## src/rtl/mips_mem_pkg.sv

```systemverilog
// Shared types for the data-memory path: access size, FSM state, word width.
package mips_mem_pkg;

    localparam int WORD_W = 32;

    typedef enum logic [1:0] {
        BYTE = 2'b00,
        HALF = 2'b01,
        WORD = 2'b10
    } mem_size_t;

    typedef enum logic [1:0] {
        IDLE   = 2'b00,
        ACCESS = 2'b01,
        DONE   = 2'b10
    } dmem_state_t;

endpackage

```

## src/rtl/load_align.sv

```systemverilog
// Load formatting: pick the addressed byte/half lane, then sign- or zero-extend.
module load_align
    import mips_mem_pkg::*;
(
    input  logic [WORD_W-1:0] rdata,
    input  logic [1:0]        off,
    input  mem_size_t         size,
    input  logic              isUnsigned,
    output logic [WORD_W-1:0] result
);

    logic [7:0]  byteLane;
    logic [15:0] halfLane;

    // Lane select and extension; word loads pass straight through.
    always_comb begin
        byteLane = rdata[{off, 3'b000} +: 8];
        halfLane = off[1] ? rdata[31:16] : rdata[15:0];
        case (size)
            BYTE:    result = {{24{~isUnsigned & byteLane[7]}}, byteLane};
            HALF:    result = {{16{~isUnsigned & halfLane[15]}}, halfLane};
            default: result = rdata;
        endcase
    end

endmodule

```

## src/rtl/dmem_access_unit.sv

```systemverilog
// Bridges the single-cycle datapath to a valid/ready data-memory bus.
// Holds the datapath with stall until the bus access completes or times out.
module dmem_access_unit
    import mips_mem_pkg::*;
#(
    parameter int ADDR_W         = 32,
    parameter int TIMEOUT_CYCLES = 16
) (
    input  logic              clk,
    input  logic              reset,
    input  logic              mem_read,
    input  logic              mem_write,
    input  logic [1:0]        size,
    input  logic              ld_unsigned,
    input  logic [ADDR_W-1:0] addr,
    input  logic [WORD_W-1:0] write_data,
    output logic [WORD_W-1:0] read_data,
    output logic              stall,
    output logic              misalign,
    output logic              bus_timeout,
    output logic              bus_req,
    output logic              bus_we,
    output logic [ADDR_W-1:0] bus_addr,
    output logic [3:0]        bus_be,
    output logic [WORD_W-1:0] bus_wdata,
    input  logic              bus_ready,
    input  logic [WORD_W-1:0] bus_rdata
);

    localparam int CNT_W = $clog2(TIMEOUT_CYCLES + 1);

    dmem_state_t       state;
    logic [CNT_W-1:0]  counter;
    logic [1:0]        offQ;
    mem_size_t         sizeQ;
    logic              unsQ;
    logic              isLoadQ;

    logic              req;
    logic              badReq;
    logic [3:0]        nextBe;
    logic [WORD_W-1:0] nextWdata;
    logic [WORD_W-1:0] loadResult;

    assign req = mem_read | mem_write;

    // Alignment check; size 11 is never legal.
    always_comb begin
        case (size)
            2'b00:   badReq = 1'b0;
            2'b01:   badReq = addr[0];
            2'b10:   badReq = |addr[1:0];
            default: badReq = 1'b1;
        endcase
    end

    // Misalign only means something while a new request is being decoded.
    assign misalign = reset & (state == IDLE) & req & badReq;
    assign stall    = reset & (((state == IDLE) & req & ~badReq) | (state == ACCESS));

    // Store lane steering: replicate data across lanes, enable only the target bytes.
    always_comb begin
        case (size)
            2'b00: begin
                nextBe    = 4'b0001 << addr[1:0];
                nextWdata = {4{write_data[7:0]}};
            end
            2'b01: begin
                nextBe    = addr[1] ? 4'b1100 : 4'b0011;
                nextWdata = {2{write_data[15:0]}};
            end
            default: begin
                nextBe    = 4'b1111;
                nextWdata = write_data;
            end
        endcase
    end

    load_align uLoadAlign (
        .rdata      (bus_rdata),
        .off        (offQ),
        .size       (sizeQ),
        .isUnsigned (unsQ),
        .result     (loadResult)
    );

    // Access FSM with registered bus outputs and load result.
    always_ff @(posedge clk) begin
        if (!reset) begin
            state       <= IDLE;
            counter     <= '0;
            read_data   <= '0;
            bus_req     <= 1'b0;
            bus_we      <= 1'b0;
            bus_addr    <= '0;
            bus_be      <= '0;
            bus_wdata   <= '0;
            bus_timeout <= 1'b0;
            offQ        <= '0;
            sizeQ       <= BYTE;
            unsQ        <= 1'b0;
            isLoadQ     <= 1'b0;
        end else begin
            bus_timeout <= 1'b0;
            case (state)
                IDLE: begin
                    if (req) begin
                        if (badReq) begin
                            read_data <= '0;
                        end else begin
                            bus_addr  <= {addr[ADDR_W-1:2], 2'b00};
                            bus_we    <= mem_write;
                            bus_be    <= nextBe;
                            bus_wdata <= nextWdata;
                            offQ      <= addr[1:0];
                            sizeQ     <= mem_size_t'(size);
                            unsQ      <= ld_unsigned;
                            // A simultaneous read+write is treated as a store.
                            isLoadQ   <= mem_read & ~mem_write;
                            bus_req   <= 1'b1;
                            state     <= ACCESS;
                        end
                    end
                end
                ACCESS: begin
                    counter <= counter + CNT_W'(1);
                    if (bus_ready) begin
                        if (isLoadQ) read_data <= loadResult;
                        bus_req <= 1'b0;
                        state   <= DONE;
                    end else if (counter == CNT_W'(TIMEOUT_CYCLES - 1)) begin
                        bus_req     <= 1'b0;
                        bus_timeout <= 1'b1;
                        read_data   <= '0;
                        state       <= DONE;
                    end
                end
                DONE: begin
                    counter <= '0;
                    state   <= IDLE;
                end
                default: state <= IDLE;
            endcase
        end
    end

endmodule

```

## config.mk

```make
export PLATFORM = sky130hd
export DESIGN_NAME = dmem_access_unit
export DESIGN_NICKNAME = d
export VERILOG_FILES = /design/src/rtl/mips_mem_pkg.sv /design/src/rtl/load_align.sv /design/src/rtl/dmem_access_unit.sv
export SDC_FILE = /design/constraint.sdc
export NUM_CORES = 1
export LEC_CHECK = 0
export BUFFER_PORTS_ARGS = -buffer_cell sky130_fd_sc_hd__buf_4
export CAP_MARGIN = 20
export CORE_ASPECT_RATIO = 0.75
export CORE_MARGIN = 1.5
export CORE_UTILIZATION = 44
export DETAILED_ROUTE_END_ITERATION = 10
export GPL_TIMING_DRIVEN = 0
export PLACE_DENSITY = 0.76
export SKIP_LAST_GASP = 1
export SYNTH_ARGS = -nofsm -noshare
export SYNTH_HDL_FRONTEND = slang
export SYNTH_HIERARCHICAL = 1
export SYNTH_SLANG_ARGS = --single-unit
```

## constraint.sdc

```tcl
create_clock -name clk -period 1.8 [get_ports clk]
set_input_delay 0.27 -clock clk [delete_from_list [all_inputs] [get_ports clk]]
set_output_delay 0.27 -clock clk [all_outputs]
set_load 0.005 [all_outputs]
```

Word level (Yosys, flattened, before mapping) --
Index checks and enable logic that the tools add are counted.
Storage, ports and cells: register bits after elaboration 114, input bits 104, output and inout bits 105, logic and storage cells 78
Cells by class: add/subtract/negate cells 1, equal/unequal tests 11, shifts and indexed selects 2, multiplexer cells 24, bitwise gates (word level) 16, reductions and logical operators 11
Operators by type and width (count):
- $pmux W32 S2 | 3
- $mux W32 | 5
- $shiftx A32 B6 Y8 | 1
- $mux W16 | 1
- $pmux W5 S2 | 1
- $and A1 B1 Y1 | 9
- $mux W2 | 4
- $pmux W4 S2 | 1
- $eq A2 B1 Y1 const B | 3
- $logic_not A2 Y1 | 3
- $ne A2 B2 Y1 const B | 3
- $reduce_and A3 Y1 | 2
- $add A5 B1 Y5 const B | 1
- $eq A5 B4 Y1 const B | 1
- $mux W1 | 5
- $not A1 Y1 | 5
- $reduce_and A5 Y1 | 1
- $eq A2 B2 Y1 const B | 2
- $mux W4 | 1
- $pmux W2 S2 | 1
- $reduce_and A4 Y1 | 1
- $reduce_bool A2 Y1 | 2
- $shl A1 B2 Y4 const A | 1
- $ne A3 B2 Y1 const B | 1
- 6 further kinds | 7

Depth between registers and ports, before layout --
Gate-level depths: netlist of the first run.
word-level depth 6, depth in mapped cells 8, gate-level depth less buffers 7

By module --
Netlist of the first run, hierarchy kept.
By module, submodules not included:
- dmem_access_unit | times used 1, cells each 567, area each 4702.0 µm², sequential area each 2282.2 µm²
- load_align | times used 1, cells each 132, area each 698.2 µm², sequential area each 0.0 µm²

Worst setup path after synthesis of the first run --
OpenSTA, ideal clock, no wires.
path type flip-flop to flip-flop, start point register counter[0], end point register read_data[0], library setup time 0.072 ns, arrival 1.796 ns, required time 1.728 ns, setup slack -0.068 ns, cell stages (with the launch flop) 9, buffers on the path 1, period minus slack after synthesis 1.868 ns, cells stage by stage dfxtp_1 ha_1 and3_1 ha_1 nor3b_1 nor2_1 o2111ai_2 buf_4 mux2i_1
On the way: longest elaborated chain between the ends 3
RTL lines:
- start, declared | line dmem_access_unit.sv:33 | logic [CNT_W-1:0] counter;
- start signal, assigned | line dmem_access_unit.sv:126 | counter <= counter + CNT_W'(1);
- $eq A5 B4 Y1 | line dmem_access_unit.sv:131 | end else if (counter == CNT_W'(TIMEOUT_CYCLES - 1)) begin
- $ne A3 B2 Y1 (no line)
- $reduce_and A5 Y1 (no line)
- end signal, assigned | line dmem_access_unit.sv:128 | if (isLoadQ) read_data <= loadResult;
- end, declared | line dmem_access_unit.sv:17 | output logic [WORD_W-1:0] read_data,
No other way between the ends. A chain may end at the register's enable or synchronous reset.

Worst setup path in the final report of the first run --
start point register state[1], end point output stall
On the way: longest elaborated chain between the ends 5, elaborated cells between the ends (all ways) 6, those cells by class 1 x eq/ne; 4 x bitwise; 1 x reduce/logical
RTL lines:
- start, declared | line dmem_access_unit.sv:32 | dmem_state_t state;
- start signal, assigned | line dmem_access_unit.sv:90 | state <= IDLE;
- start signal, assigned | line dmem_access_unit.sv:121 | state <= ACCESS;
- start signal, assigned | line dmem_access_unit.sv:130 | state <= DONE;
- $logic_not A2 Y1 | line dmem_access_unit.sv:59 | assign stall = reset & (((state == IDLE) & req & ~badReq) | (state == ACCESS));
- $and A1 B1 Y1 (2 in series) | line dmem_access_unit.sv:59
- $or A1 B1 Y1 * | line dmem_access_unit.sv:59
- $and A1 B1 Y1 * | line dmem_access_unit.sv:59
- end, declared | line dmem_access_unit.sv:18 | output logic stall,
Every way passes the cells marked *; elsewhere a longest branch is shown, timed or not.

==> results of run 1 <==
worst min-delay path, cell delays in order:
cell                      delay [ns]
sky130_fd_sc_hd__buf_4          0.11
sky130_fd_sc_hd__nand2_1        0.04
sky130_fd_sc_hd__a21oi_1        0.05
sequential cells by signal, indices dropped and copies added (netlist names), 2 cells and up:
name,count
bus_addr,30
read_data,32
counter,5
offQ,2
bus_wdata,32
bus_be,4
sizeQ,2
state,2
cell type report:
cell class,count,area (µm²)
buffer,53,304
clock buffer,17,425
clock inverter,15,160
fill,1009,3780
inverter,8,30.0
multi-input combinational,522,2910
sequential,114,2290
tap,162,203
timing repair buffer,220,1690
worst min-delay path by stage:
stage	slack, ns	startpoint	cells after the start	endpoint
after global placement	0.44	bus_addr[17]$_SDFFE_PN0P_	2	bus_addr[17]$_SDFFE_PN0P_
after CTS	0.09	addr[23]	3	bus_addr[23]$_SDFFE_PN0P_
after detailed placement	0.45	bus_addr[23]$_SDFFE_PN0P_	2	bus_addr[23]$_SDFFE_PN0P_
after floorplan	0.41	addr[10]	2	bus_addr[10]$_SDFFE_PN0P_
final	0.10	addr[29]	3	bus_addr[29]$_SDFFE_PN0P_
after global routing	0.09	addr[21]	3	bus_addr[21]$_SDFFE_PN0P_
kinds of logic after synthesis:
kind of cell | count (synthesis) | share of synthesized area [%]
adders and majority gates | 6 | 1.39
and+or+nand+nor | 327 | 25.0
buffers and inverters | 64 | 5.68
other | 1 | 0.0694
DFF | 114 | 42.3
muxes | 50 | 9.50
AOI/OAI and AO/OA | 137 | 16.1
routing by layer:
layer | global-route usage [%] | routed length [µm] | vias to the layer above
li1 | - | - | 2826
met1 | 38.4 | 7920 | 2640
met2 | 41.0 | 7860 | 245
met3 | 8.31 | 1550 | 34
met4 | 8.03 | 344 | 0
met5 | 0 | 0 | -
power by group:
group          internal [mW]  switching [mW]  total [mW]
logic                   1.81            1.88        3.69
clock network           2.05            1.29        3.33
registers               2.88           0.201        3.08
total                   6.73            3.36        10.1
cells in the final DEF (no fill, tap or decap), types with 4 or more instances in the layout:
cell type,Yosys,routed
sky130_fd_sc_hd__a221o_1,8,8
sky130_fd_sc_hd__buf_4,9,219
sky130_fd_sc_hd__a21oi_1,57,57
sky130_fd_sc_hd__clkbuf_16,0,17
sky130_fd_sc_hd__nor3_1,8,7
sky130_fd_sc_hd__buf_8,0,5
sky130_fd_sc_hd__o21ai_1,6,6
sky130_fd_sc_hd__buf_6,2,6
sky130_fd_sc_hd__dfxtp_1,114,111
sky130_fd_sc_hd__nor2_1,34,32
sky130_fd_sc_hd__a22oi_1,8,8
sky130_fd_sc_hd__nand3_1,4,4
sky130_fd_sc_hd__nor2b_1,4,4
sky130_fd_sc_hd__nand2b_1,12,12
sky130_fd_sc_hd__nand2_1,252,252
sky130_fd_sc_hd__clkbuf_2,0,7
sky130_fd_sc_hd__clkbuf_1,31,21
sky130_fd_sc_hd__mux2i_1,49,49
sky130_fd_sc_hd__a211oi_1,9,9
sky130_fd_sc_hd__inv_1,7,4
sky130_fd_sc_hd__o21ai_0,23,23
sky130_fd_sc_hd__a311oi_1,12,11
sky130_fd_sc_hd__buf_2,14,14
sky130_fd_sc_hd__clkinvlp_4,0,5
sky130_fd_sc_hd__inv_2,1,4
what timing repair did:
item                                    in CTS  in global routing
endpoints found under the setup margin      88                 57
pin swaps                                    7                  2
gates resized for setup                     31                 22
gates cloned                                 3                  0
setup buffers                               10                  3
through the flow:
step / std cells / setup WS [ns]
2_1_floorplan: 700 / 0.0412
3_3_place_gp: 1067 / -0.298
3_5_place_dp: 1067 / -0.302
4_1_cts: 1111 / -0.190
5_1_grt: 1111 / -0.234
6_report: 1111 / -0.181
==> results.sh, run 1 <==
export IMPL_outcome="finished, violations left"
export IMPL_violations_in_the_final_reports="setup timing"
export IMPL_fin_crit_ns=1.98
export IMPL_placement_cell_area_um2=7160
export IMPL_post_synth_most_frequent_cells="sky130_fd_sc_hd__nand2_1, sky130_fd_sc_hd__dfxtp_1, sky130_fd_sc_hd__a21oi_1"
export IMPL_boundaryPins=209
export IMPL_powerDensity_nw_per_um2=1260
export IMPL_number_of_buffer_cells_added_on_primary_ports=205
export IMPL_clockBufferDepth=2
export IMPL_tritoncts_num_sinks=114
export IMPL_syn_area_cell_um2=7.73
export IMPL_cts_max_level=4
export IMPL_cts_tree="built"
export IMPL_min_delay_path_class="primary input to flip-flop"
export IMPL_fmaxAchievable_mhz=505
export IMPL_grt_setup_unrepaired="yes"
export IMPL_worst_hold_slack_ns=0.100
export IMPL_slew_limit_fails=0
export IMPL_drt_total_wl_mm=17.7
export IMPL_standard_cell_core_area_um2=11800
export IMPL_number_of_antenna_violations_at_the_first_check_in_global_routing=0
export IMPL_synth_largest_area_cell="sky130_fd_sc_hd__dfxtp_1"
export IMPL_fin_ws_ns=-0.181
export IMPL_synth_top_flop_cell="sky130_fd_sc_hd__dfxtp_1"
export IMPL_setup_viol=21
export IMPL_setup_total_negative_slack_ns=-0.592
export IMPL_post_synth_top_area_fraction_pct=42.3
export IMPL_data_required_time_of_the_critical_path_ns=1.53
export IMPL_setup_worst_path_start="state[1]$_SDFFE_PN0P_"
export IMPL_worstPathCellList="inv_2, ha_4, inv_2, a211oi_2, buf_6, buf_8, nor2_2, nor2_1, buf_4"
export IMPL_grt_remaining_overflow=0
export IMPL_die_width_um=131
export IMPL_rows=34
export IMPL_drt_initial_drc_count=359
export IMPL_irDropWorstVdd_uv=726
export IMPL_endpoint="stall"
export IMPL_crit_fanout=3
export IMPL_critical_path_cell_count=9
export IMPL_die_area_um2=13000
export IMPL_cp_num_buf_inv=5
export IMPL_critical_path_most_common_cell="sky130_fd_sc_hd__inv_2"
export IMPL_start_kind="flip-flop"
export IMPL_reg2reg_slack_ns=-0.04
export IMPL_yosysMostFrequentCell="sky130_fd_sc_hd__nand2_1"
export IMPL_critical_path_max_stage_delay_ns=0.32
export IMPL_cts_made_buffers=17
export IMPL_first_global_vias=5381
export IMPL_ratio_of_routed_vias_to_standard_cells=5.17
export IMPL_ctsHoldBuffers=0
export IMPL_r2r_end="read_data[21]$_SDFFE_PN0P_"
export IMPL_cells_after_synth=699
export IMPL_drt_wirelength_per_cell_um=15.9
export IMPL_antennaDiodeCount=0
export IMPL_worst_r2r_path_depth=9
export IMPL_antenna_violating_nets_post_route=0
export IMPL_synth_cell_area_um2=5400
export IMPL_final_core_density_pct=67.9
export IMPL_synth_area_top_cells="sky130_fd_sc_hd__dfxtp_1, sky130_fd_sc_hd__nand2_1, sky130_fd_sc_hd__mux2i_1"
export IMPL_layout_nets=1046
export IMPL_synth_edff_count=0
export IMPL_worst_path_max_delay_cell="sky130_fd_sc_hd__dfxtp_2"
export IMPL_cts_root_buf="sky130_fd_sc_hd__clkbuf_16"
export IMPL_syn2layout_area_growth_pct=48.2
export IMPL_critPathTopFamily="buffers and inverters"
export IMPL_num_vias=5745
export IMPL_post_synth_num_cell_types=44
export IMPL_grt_start_max_net_pins=17
export IMPL_place_gp_congestion=0.875
export IMPL_synth_yosys_warnings=6
export IMPL_fin_crit_sh_pct=110
export IMPL_grt_pass1_wl_mm=27.7
export IMPL_max_slew_worst_pin_slew_ns=0.625
export IMPL_timing_max_slew_rel_slack_pct=58.3
export IMPL_synth_seq_area_share_pct=42.3
export IMPL_number_of_endpoints_with_negative_hold_slack_in_the_final_report=0
export IMPL_design_area_um2=8000
export IMPL_cp_end_kind="output port"
export IMPL_yosys_register_bits=114
export IMPL_grt_util_all_layers_pct=27.5
export IMPL_clock_skew_ns=0.00775
export IMPL_critical_path_reg2reg_startpoint="counter[0]$_SDFFE_PN0P_"
export IMPL_critical_path_arrival_ns=1.71
export IMPL_synth_async_sr_flop_share_pct=0
export IMPL_place_detailed_hpwl_mm=12.8
export IMPL_post_route_cells_drive_above_1_share_pct=32.8
export IMPL_clk_pin_slew_worst_paths_ns=0.06
export IMPL_setup_worst_path_class="flip-flop to output port"
export IMPL_clk_latency_ns=0.41
export IMPL_drt_pass1_iter_count=6
export IMPL_start_util_pct=45.8
export IMPL_power_mw=10.1
export IMPL_p_leak_nw=3.64
export IMPL_max_cap_violations=0
export IMPL_dieHeight_um=98.9
export IMPL_dr_drc_count=0
No activity file was read; power rests on OpenSTA's default activity.
==> run 2, diff against run 1 <==
--- a/config.mk
+++ b/config.mk
@@ -5,14 +5,15 @@
 export SDC_FILE = /design/constraint.sdc
 export NUM_CORES = 1
 export LEC_CHECK = 0
+export ABC_AREA = 1
 export BUFFER_PORTS_ARGS = -buffer_cell sky130_fd_sc_hd__buf_4
 export CAP_MARGIN = 20
 export CORE_ASPECT_RATIO = 0.75
 export CORE_MARGIN = 1.5
-export CORE_UTILIZATION = 44
+export CORE_UTILIZATION = 45
 export DETAILED_ROUTE_END_ITERATION = 10
 export GPL_TIMING_DRIVEN = 0
-export PLACE_DENSITY = 0.76
+export PLACE_DENSITY = 0.77
 export SKIP_LAST_GASP = 1
 export SYNTH_ARGS = -nofsm -noshare
 export SYNTH_HDL_FRONTEND = slang
==> run 2 against run 1 <==
Compared with the run above:
- the run still ends with setup timing left
- clock power rose by 7.8%
- core utilization rose by 2.2 points
- design area rose by 8.6%
- first-iteration DRC count rose by 35%
- via count rose by 14%
- non-clock buffer count rose by 9
- critical path depth fell by 1
==> results.sh, run 2 <==
export IMPL_outcome="finished, violations left"
export IMPL_violations_in_the_final_reports="setup timing"
export IMPL_start_util_pct=46.5
export IMPL_rows=35
export IMPL_setup_worst_path_class="flip-flop to output port"
export IMPL_start_point_of_the_worst_hold_path="bus_ready"
export IMPL_layout_cells_most_common="sky130_fd_sc_hd__nand2_1"
export IMPL_ratio_of_routed_vias_to_standard_cells=5.13
export IMPL_slew_limit_fails=0
export IMPL_dieHeight_um=101
export IMPL_fin_crit_sh_pct=104
export IMPL_final_fill_count=1048
export IMPL_synth_async_sr_flop_share_pct=0
export IMPL_die_width_um=134
export IMPL_data_required_time_of_the_critical_path_ns=1.53
export IMPL_first_global_vias=5872
export IMPL_placement_cell_area_um2=7500
export IMPL_p_leak_nw=4.09
export IMPL_clock_skew_ns=0.00599
export IMPL_fmaxAchievable_mhz=533
export IMPL_post_synth_most_frequent_cells="sky130_fd_sc_hd__nand2_1, sky130_fd_sc_hd__a21oi_1, sky130_fd_sc_hd__dfxtp_1"
export IMPL_max_cap_violations=0
export IMPL_clk_pin_slew_worst_paths_ns=0.06
export IMPL_setup_viol=20
export IMPL_grt_remaining_overflow=0
export IMPL_place_detailed_hpwl_mm=14.0
export IMPL_number_of_buffer_cells_added_on_primary_ports=204
export IMPL_standard_cell_core_area_um2=12400
export IMPL_power_mw=11.0
export IMPL_drt_total_wl_mm=19.6
export IMPL_synth_top_flop_cell="sky130_fd_sc_hd__dfxtp_1"
export IMPL_design_area_um2=8690
export IMPL_clk_latency_ns=0.42
export IMPL_clockBufferDepth=2
export IMPL_post_synth_num_cell_types=30
export IMPL_min_delay_worst_endpoint="bus_timeout$_SDFF_PP0_"
export IMPL_start_kind="flip-flop"
export IMPL_num_vias=6535
export IMPL_max_slew_worst_pin_slew_ns=0.641
export IMPL_syn_area_cell_um2=6.74
export IMPL_powerDensity_nw_per_um2=1270
export IMPL_post_synth_top_area_fraction_pct=39.6
export IMPL_ctsHoldBuffers=0
export IMPL_irDropWorstVdd_uv=713
export IMPL_drt_pass1_iter_count=5
export IMPL_top_regs="bus_wdata x32, read_data x32, bus_addr x30"
export IMPL_critical_path_reg2reg_startpoint="counter[1]$_SDFFE_PN0P_"
export IMPL_grt_util_all_layers_pct=28.2
export IMPL_cts_made_buffers=17
export IMPL_layout_nets=1206
export IMPL_worst_hold_slack_ns=0.0406
export IMPL_place_gp_congestion=0.964
export IMPL_cts_tree="built"
export IMPL_worst_r2r_path_depth=13
export IMPL_drt_wirelength_per_cell_um=15.4
export IMPL_cts_max_level=4
export IMPL_synth_edff_count=0
export IMPL_cts_root_buf="sky130_fd_sc_hd__clkbuf_16"
export IMPL_synth_seq_area_share_pct=39.6
export IMPL_cells_after_synth=854
export IMPL_layout_cells_most_common_list="sky130_fd_sc_hd__nand2_1, sky130_fd_sc_hd__buf_4, sky130_fd_sc_hd__dfxtp_1"
export IMPL_r2r_end="read_data[28]$_SDFFE_PN0P_"
export IMPL_grt_setup_unrepaired="yes"
export IMPL_die_area_um2=13500
export IMPL_grt_start_max_net_pins=17
export IMPL_antennaDiodeCount=0
export IMPL_antenna_violating_nets_post_route=0
export IMPL_number_of_endpoints_with_negative_hold_slack_in_the_final_report=0
export IMPL_fin_ws_ns=-0.0776
export IMPL_synth_cell_area_um2=5760
export IMPL_tritoncts_num_sinks=114
export IMPL_grt_pass1_wl_mm=29.7
export IMPL_synth_yosys_warnings=6
export IMPL_dr_drc_count=0
export IMPL_cp_end_kind="output port"
export IMPL_post_route_cells_drive_above_1_share_pct=35.1
export IMPL_reg2reg_slack_ns=-0.04
export IMPL_critical_path_arrival_ns=1.61
export IMPL_min_delay_path_class="primary input to flip-flop"
export IMPL_yosys_register_bits=114
export IMPL_number_of_antenna_violations_at_the_first_check_in_global_routing=0
export IMPL_yosysMostFrequentCell="sky130_fd_sc_hd__nand2_1"
export IMPL_drt_initial_drc_count=484
export IMPL_boundaryPins=209
export IMPL_whs_path_depth=2
export IMPL_timing_max_slew_rel_slack_pct=57.2
export IMPL_crit_fanout=3
export IMPL_synth_largest_area_cell="sky130_fd_sc_hd__dfxtp_1"
export IMPL_synth_area_top_cells="sky130_fd_sc_hd__dfxtp_1, sky130_fd_sc_hd__nand2_1, sky130_fd_sc_hd__a21oi_1"
export IMPL_fin_crit_ns=1.88
export IMPL_syn2layout_area_growth_pct=50.9
==> run 2: worst max path at each step <==
stage / from / endpoint / slack, ns / cells past startpoint
after global routing: counter[1]$_SDFFE_PN0P_ / read_data[16]$_SDFFE_PN0P_ / -0.12 / 13
after CTS: state[1]$_SDFFE_PN0P_ / stall / -0.06 / 8
after global placement: counter[1]$_SDFFE_PN0P_ / read_data[14]$_SDFFE_PN0P_ / -0.17 / 12
final: state[0]$_SDFFE_PN0P_ / stall / -0.08 / 8
after detailed placement: counter[1]$_SDFFE_PN0P_ / read_data[17]$_SDFFE_PN0P_ / -0.22 / 12
after floorplan: counter[1]$_SDFFE_PN0P_ / read_data[14]$_SDFFE_PN0P_ / 0.18 / 12
==> run 2: cell type report <==
| type | instances | area, µm² | area share [%] |
|---|---|---|---|
| clock inverters | 15 | 196 | 2.26 |
| clock buffers | 17 | 425 | 4.90 |
| plain buffers | 59 | 472 | 5.43 |
| repair buffers | 223 | 1770 | 20.4 |
| inverters | 28 | 123 | 1.41 |
| well taps | 166 | 208 | 2.39 |
| flip-flops and latches | 114 | 2290 | 26.4 |
| multi-input cells | 652 | 3190 | 36.7 |
| repair inverters | 1 | 11.3 | 0.130 |
==> run 2: power by group <==
part           internal (mW)  total, mW  switching, mW
registers               2.97       3.22          0.250
clock network           2.22       3.59           1.37
logic                   2.05       4.19           2.14
total                   7.23       11.0           3.76
==> run 2: cells by family after synthesis <==
| logic type | synth area share [%] |
|---|---|
| buffers and inverters | 8.56 |
| other | 0.0651 |
| adders and majority gates | 1.30 |
| and+or+nand+nor | 37.9 |
| AOI/OAI and AO/OA | 12.6 |
| DFF | 39.6 |
==> run 2: critical path, cell delays in order (launching register included) <==
cell and delay (ns):
sky130_fd_sc_hd__dfxtp_2 0.33, sky130_fd_sc_hd__inv_2 0.08, sky130_fd_sc_hd__ha_4 0.14, sky130_fd_sc_hd__inv_2 0.04, sky130_fd_sc_hd__nor2_1 0.08, sky130_fd_sc_hd__nand3_1 0.12
sky130_fd_sc_hd__buf_6 0.14, sky130_fd_sc_hd__a21oi_2 0.13, sky130_fd_sc_hd__buf_4 0.13
==> run 2: per-layer routing <==
| layer | part of all wire, % | GRT usage, % |
|---|---|---|
| met1 | 44 | 38.9 |
| met4 | 2.0 | 9.36 |
| met3 | 10 | 9.15 |
| met5 | 0 | 0 |
| met2 | 44 | 41.5 |
==> run 2: per-stage QoR <==
stage / setup WS [ns] / instances / setup TNS, ns / util (%)
after floorplan: 0.179 / 855 / 0 / -
after global placement: -0.169 / 1225 / -4.22 / 60.5
after detailed placement: -0.223 / 1225 / -5.78 / 60.5
after CTS: -0.0630 / 1268 / -0.201 / 67.0
after global routing: -0.119 / 1275 / -2.82 / 70.1
final: -0.0776 / 1275 / -0.499 / 70.1
==> run 2: timing repair <==
item	4_1_cts	5_1_grt
endpoints found under the setup margin	34	107
hold endpoints to repair	0	0
setup buffers	12	6
pin swaps	4	15
gates cloned	0	6
resized for setup	29	68
==> run 3, diff against run 2 <==
--- a/config.mk
+++ b/config.mk
@@ -6,10 +6,9 @@
 export NUM_CORES = 1
 export LEC_CHECK = 0
 export ABC_AREA = 1
-export BUFFER_PORTS_ARGS = -buffer_cell sky130_fd_sc_hd__buf_4
+export BUFFER_PORTS_ARGS = -buffer_cell sky130_fd_sc_hd__clkbuf_2
 export CAP_MARGIN = 20
 export CORE_ASPECT_RATIO = 0.75
-export CORE_MARGIN = 1.5
 export CORE_UTILIZATION = 45
 export DETAILED_ROUTE_END_ITERATION = 10
 export GPL_TIMING_DRIVEN = 0
==> run 3 against run 2 <==
Compared with the run above:
- the run still ends with setup timing left
- maximum frequency rose by 1.7%
- total power fell by 4.3%
- final cell count did not move
- sequential cell count did not move
- sequential power barely moved
- hold slack improved by 0.043 ns
- wire length fell by 5.3%
- count of clock-buffer cells in the layout did not move
- worst setup slack improved by 0.032 ns
==> results.sh, run 3 (synthesis results as in run 2) <==
export IMPL_outcome="finished, violations left"
export IMPL_violations_in_the_final_reports="setup timing"
export IMPL_critical_path_max_stage_delay_ns=0.32
export IMPL_final_seq_area_um2=2290
export IMPL_clock_skew_ns=0.0106
export IMPL_grt_util_met1_pct=38.7
export IMPL_cts_root_buf="sky130_fd_sc_hd__clkbuf_16"
export IMPL_place_gp_congestion=0.939
export IMPL_die_width_um=133
export IMPL_worst_r2r_path_depth=13
export IMPL_critical_path_cell_count=8
export IMPL_clockBufferDepth=2
export IMPL_first_global_vias=5793
export IMPL_grt_remaining_overflow=0
export IMPL_layout_cells_most_common_list="sky130_fd_sc_hd__nand2_1, sky130_fd_sc_hd__clkbuf_2, sky130_fd_sc_hd__a21oi_1"
export IMPL_setup_viol=1
export IMPL_grt_pass1_wl_mm=29.0
export IMPL_multi_input_comb_area_um2=3110
export IMPL_crit_fanout=2
export IMPL_grtUsageMet2_pct=42.0
export IMPL_place_detailed_hpwl_mm=13.4
export IMPL_max_cap_violations=0
export IMPL_rows=35
export IMPL_dp_slack_ns=-0.187
export IMPL_slew_limit_fails=0
export IMPL_num_vias=6493
export IMPL_fin_crit_sh_pct=103
export IMPL_drt_pass1_iter_count=5
export IMPL_layout_cells_most_common="sky130_fd_sc_hd__nand2_1"
export IMPL_data_required_time_of_the_critical_path_ns=1.53
export IMPL_start_kind="flip-flop"
export IMPL_cts_max_level=4
export IMPL_grt_setup_unrepaired="yes"
export IMPL_worstPathCellList="inv_2, ha_4, inv_2, nor2_1, nand3_1, buf_6, a21oi_4, buf_2"
export IMPL_die_area_um2=13300
export IMPL_met3_usage_pct=6.92
export IMPL_clk_latency_ns=0.41
export IMPL_setup_total_negative_slack_ns=-0.0458
export IMPL_critPathTopFamily="buffers and inverters"
export IMPL_critical_path_most_common_cell="sky130_fd_sc_hd__inv_2"
export IMPL_dr_drc_count=0
export IMPL_number_of_endpoints_with_negative_hold_slack_in_the_final_report=0
export IMPL_design_area_um2=7990
export IMPL_p_leak_nw=3.89
export IMPL_cts_tree="built"
export IMPL_boundaryPins=209
export IMPL_drt_initial_drc_count=433
export IMPL_fin_ws_ns=-0.0458
export IMPL_placement_cell_area_um2=6990
export IMPL_powerDensity_nw_per_um2=1320
export IMPL_cts_made_buffers=17
export IMPL_drt_total_wl_mm=18.6
export IMPL_critical_path_arrival_ns=1.58
export IMPL_number_of_antenna_violations_at_the_first_check_in_global_routing=0
export IMPL_antenna_violating_nets_post_route=0
export IMPL_drt_wirelength_per_cell_um=14.6
export IMPL_max_slew_worst_pin_slew_ns=0.657
export IMPL_timing_max_slew_rel_slack_pct=56.2
export IMPL_cp_end_kind="output port"
export IMPL_min_delay_path_class="primary input to flip-flop"
export IMPL_post_route_cells_drive_above_1_share_pct=33.1
export IMPL_whs_path_depth=3
export IMPL_layout_nets=1206
export IMPL_cp_num_buf_inv=4
export IMPL_top_usage_layer="met2"
export IMPL_setup_worst_path_class="flip-flop to output port"
export IMPL_tritoncts_num_sinks=114
export IMPL_ratio_of_routed_vias_to_standard_cells=5.09
export IMPL_grt_start_max_net_pins=17
export IMPL_syn2layout_area_growth_pct=38.8
export IMPL_final_fill_count=1180
export IMPL_antennaDiodeCount=0
export IMPL_worst_path_max_delay_cell="sky130_fd_sc_hd__dfxtp_2"
export IMPL_top_regs="bus_wdata x32, read_data x32, bus_addr x30"
export IMPL_clk_pin_slew_worst_paths_ns=0.06
export IMPL_standard_cell_core_area_um2=12400
export IMPL_irDropWorstVdd_uv=765
export IMPL_start_util_pct=46.5
export IMPL_grt_util_all_layers_pct=27.7
export IMPL_dieHeight_um=100
export IMPL_fin_crit_ns=1.85
export IMPL_number_of_buffer_cells_added_on_primary_ports=204
export IMPL_fmaxAchievable_mhz=542
run 3: changes by cell type in the layout (fill, tap and decap cells not counted), sizes merged:
cell and delta:
bufinv +1, buf -198, clkbuf +199, clkinv -2, clkinvlp -1, inv +1
run 3: layout make-up:
type                       instances  share of cell area [%]
multi-input combinational        652                    38.9
sequential                       114                    28.7
timing repair buffer             223                    14.9
buffer                            60                    5.39
clock buffer                      17                    5.32
clock inverter                    15                    2.74
tap                              166                    2.60
inverter                          28                    1.44
run 3: worst reg2reg max path, cell delays in order (launching register included):
cell and delay (ns):
sky130_fd_sc_hd__dfxtp_4 0.37, sky130_fd_sc_hd__ha_4 0.15, sky130_fd_sc_hd__nand2_4 0.06, sky130_fd_sc_hd__nor2_4 0.11, sky130_fd_sc_hd__ha_2 0.17, sky130_fd_sc_hd__inv_2 0.05
sky130_fd_sc_hd__nand2_4 0.08, sky130_fd_sc_hd__nand2_4 0.06, sky130_fd_sc_hd__nor2_4 0.13, sky130_fd_sc_hd__buf_6 0.17, sky130_fd_sc_hd__clkbuf_16 0.15, sky130_fd_sc_hd__nand3_1 0.06
sky130_fd_sc_hd__nand2_1 0.07, sky130_fd_sc_hd__nor2_1 0.04
run 3: what timing repair did:
| item | in CTS | in global routing |
|---|---|---|
| hold buffers | 0 | 0 |
| pin swaps | 5 | 8 |
| buffers inserted | 14 | 3 |
| gates cloned | 0 | 3 |
| resized for setup | 21 | 46 |
| setup endpoints to repair | 34 | 90 |
run 3: layer usage:
| layer | routed length [µm] | vias up |
|---|---|---|
| met4 | 277 | 0 |
| li1 | - | 3234 |
| met1 | 8530 | 2936 |
| met3 | 1520 | 28 |
| met5 | 0 | - |
| met2 | 8240 | 295 |
run 3: path summary, 6_finish.rpt:
check,slack [ns],end,from
max,-0.05,stall,state[0]$_SDFFE_PN0P_
min,0.08,bus_addr[26]$_SDFFE_PN0P_,addr[26]
max reg2reg,0.01,read_data[27]$_SDFFE_PN0P_,counter[1]$_SDFFE_PN0P_
min reg2reg,0.46,bus_addr[7]$_SDFFE_PN0P_,bus_addr[7]$_SDFFE_PN0P_
run 3: power breakdown:
part / switching, mW / internal [mW] / total (mW)
clock: 1.34 / 2.36 / 3.70
sequential: 0.241 / 2.97 / 3.21
combinational: 2.01 / 1.60 / 3.61
total: 3.59 / 6.93 / 10.5
run 3: metrics by stage:
step	instances	hold slack, ns	util (%)	power [mW]
floorplan	855	0.347	-	5.19
global placement	1225	0.450	56.4	6.18
detailed placement	1225	0.453	56.4	6.23
CTS	1270	0.0723	62.8	10.2
global route	1275	0.0808	64.5	11.1
finish	1275	0.0839	64.5	10.5
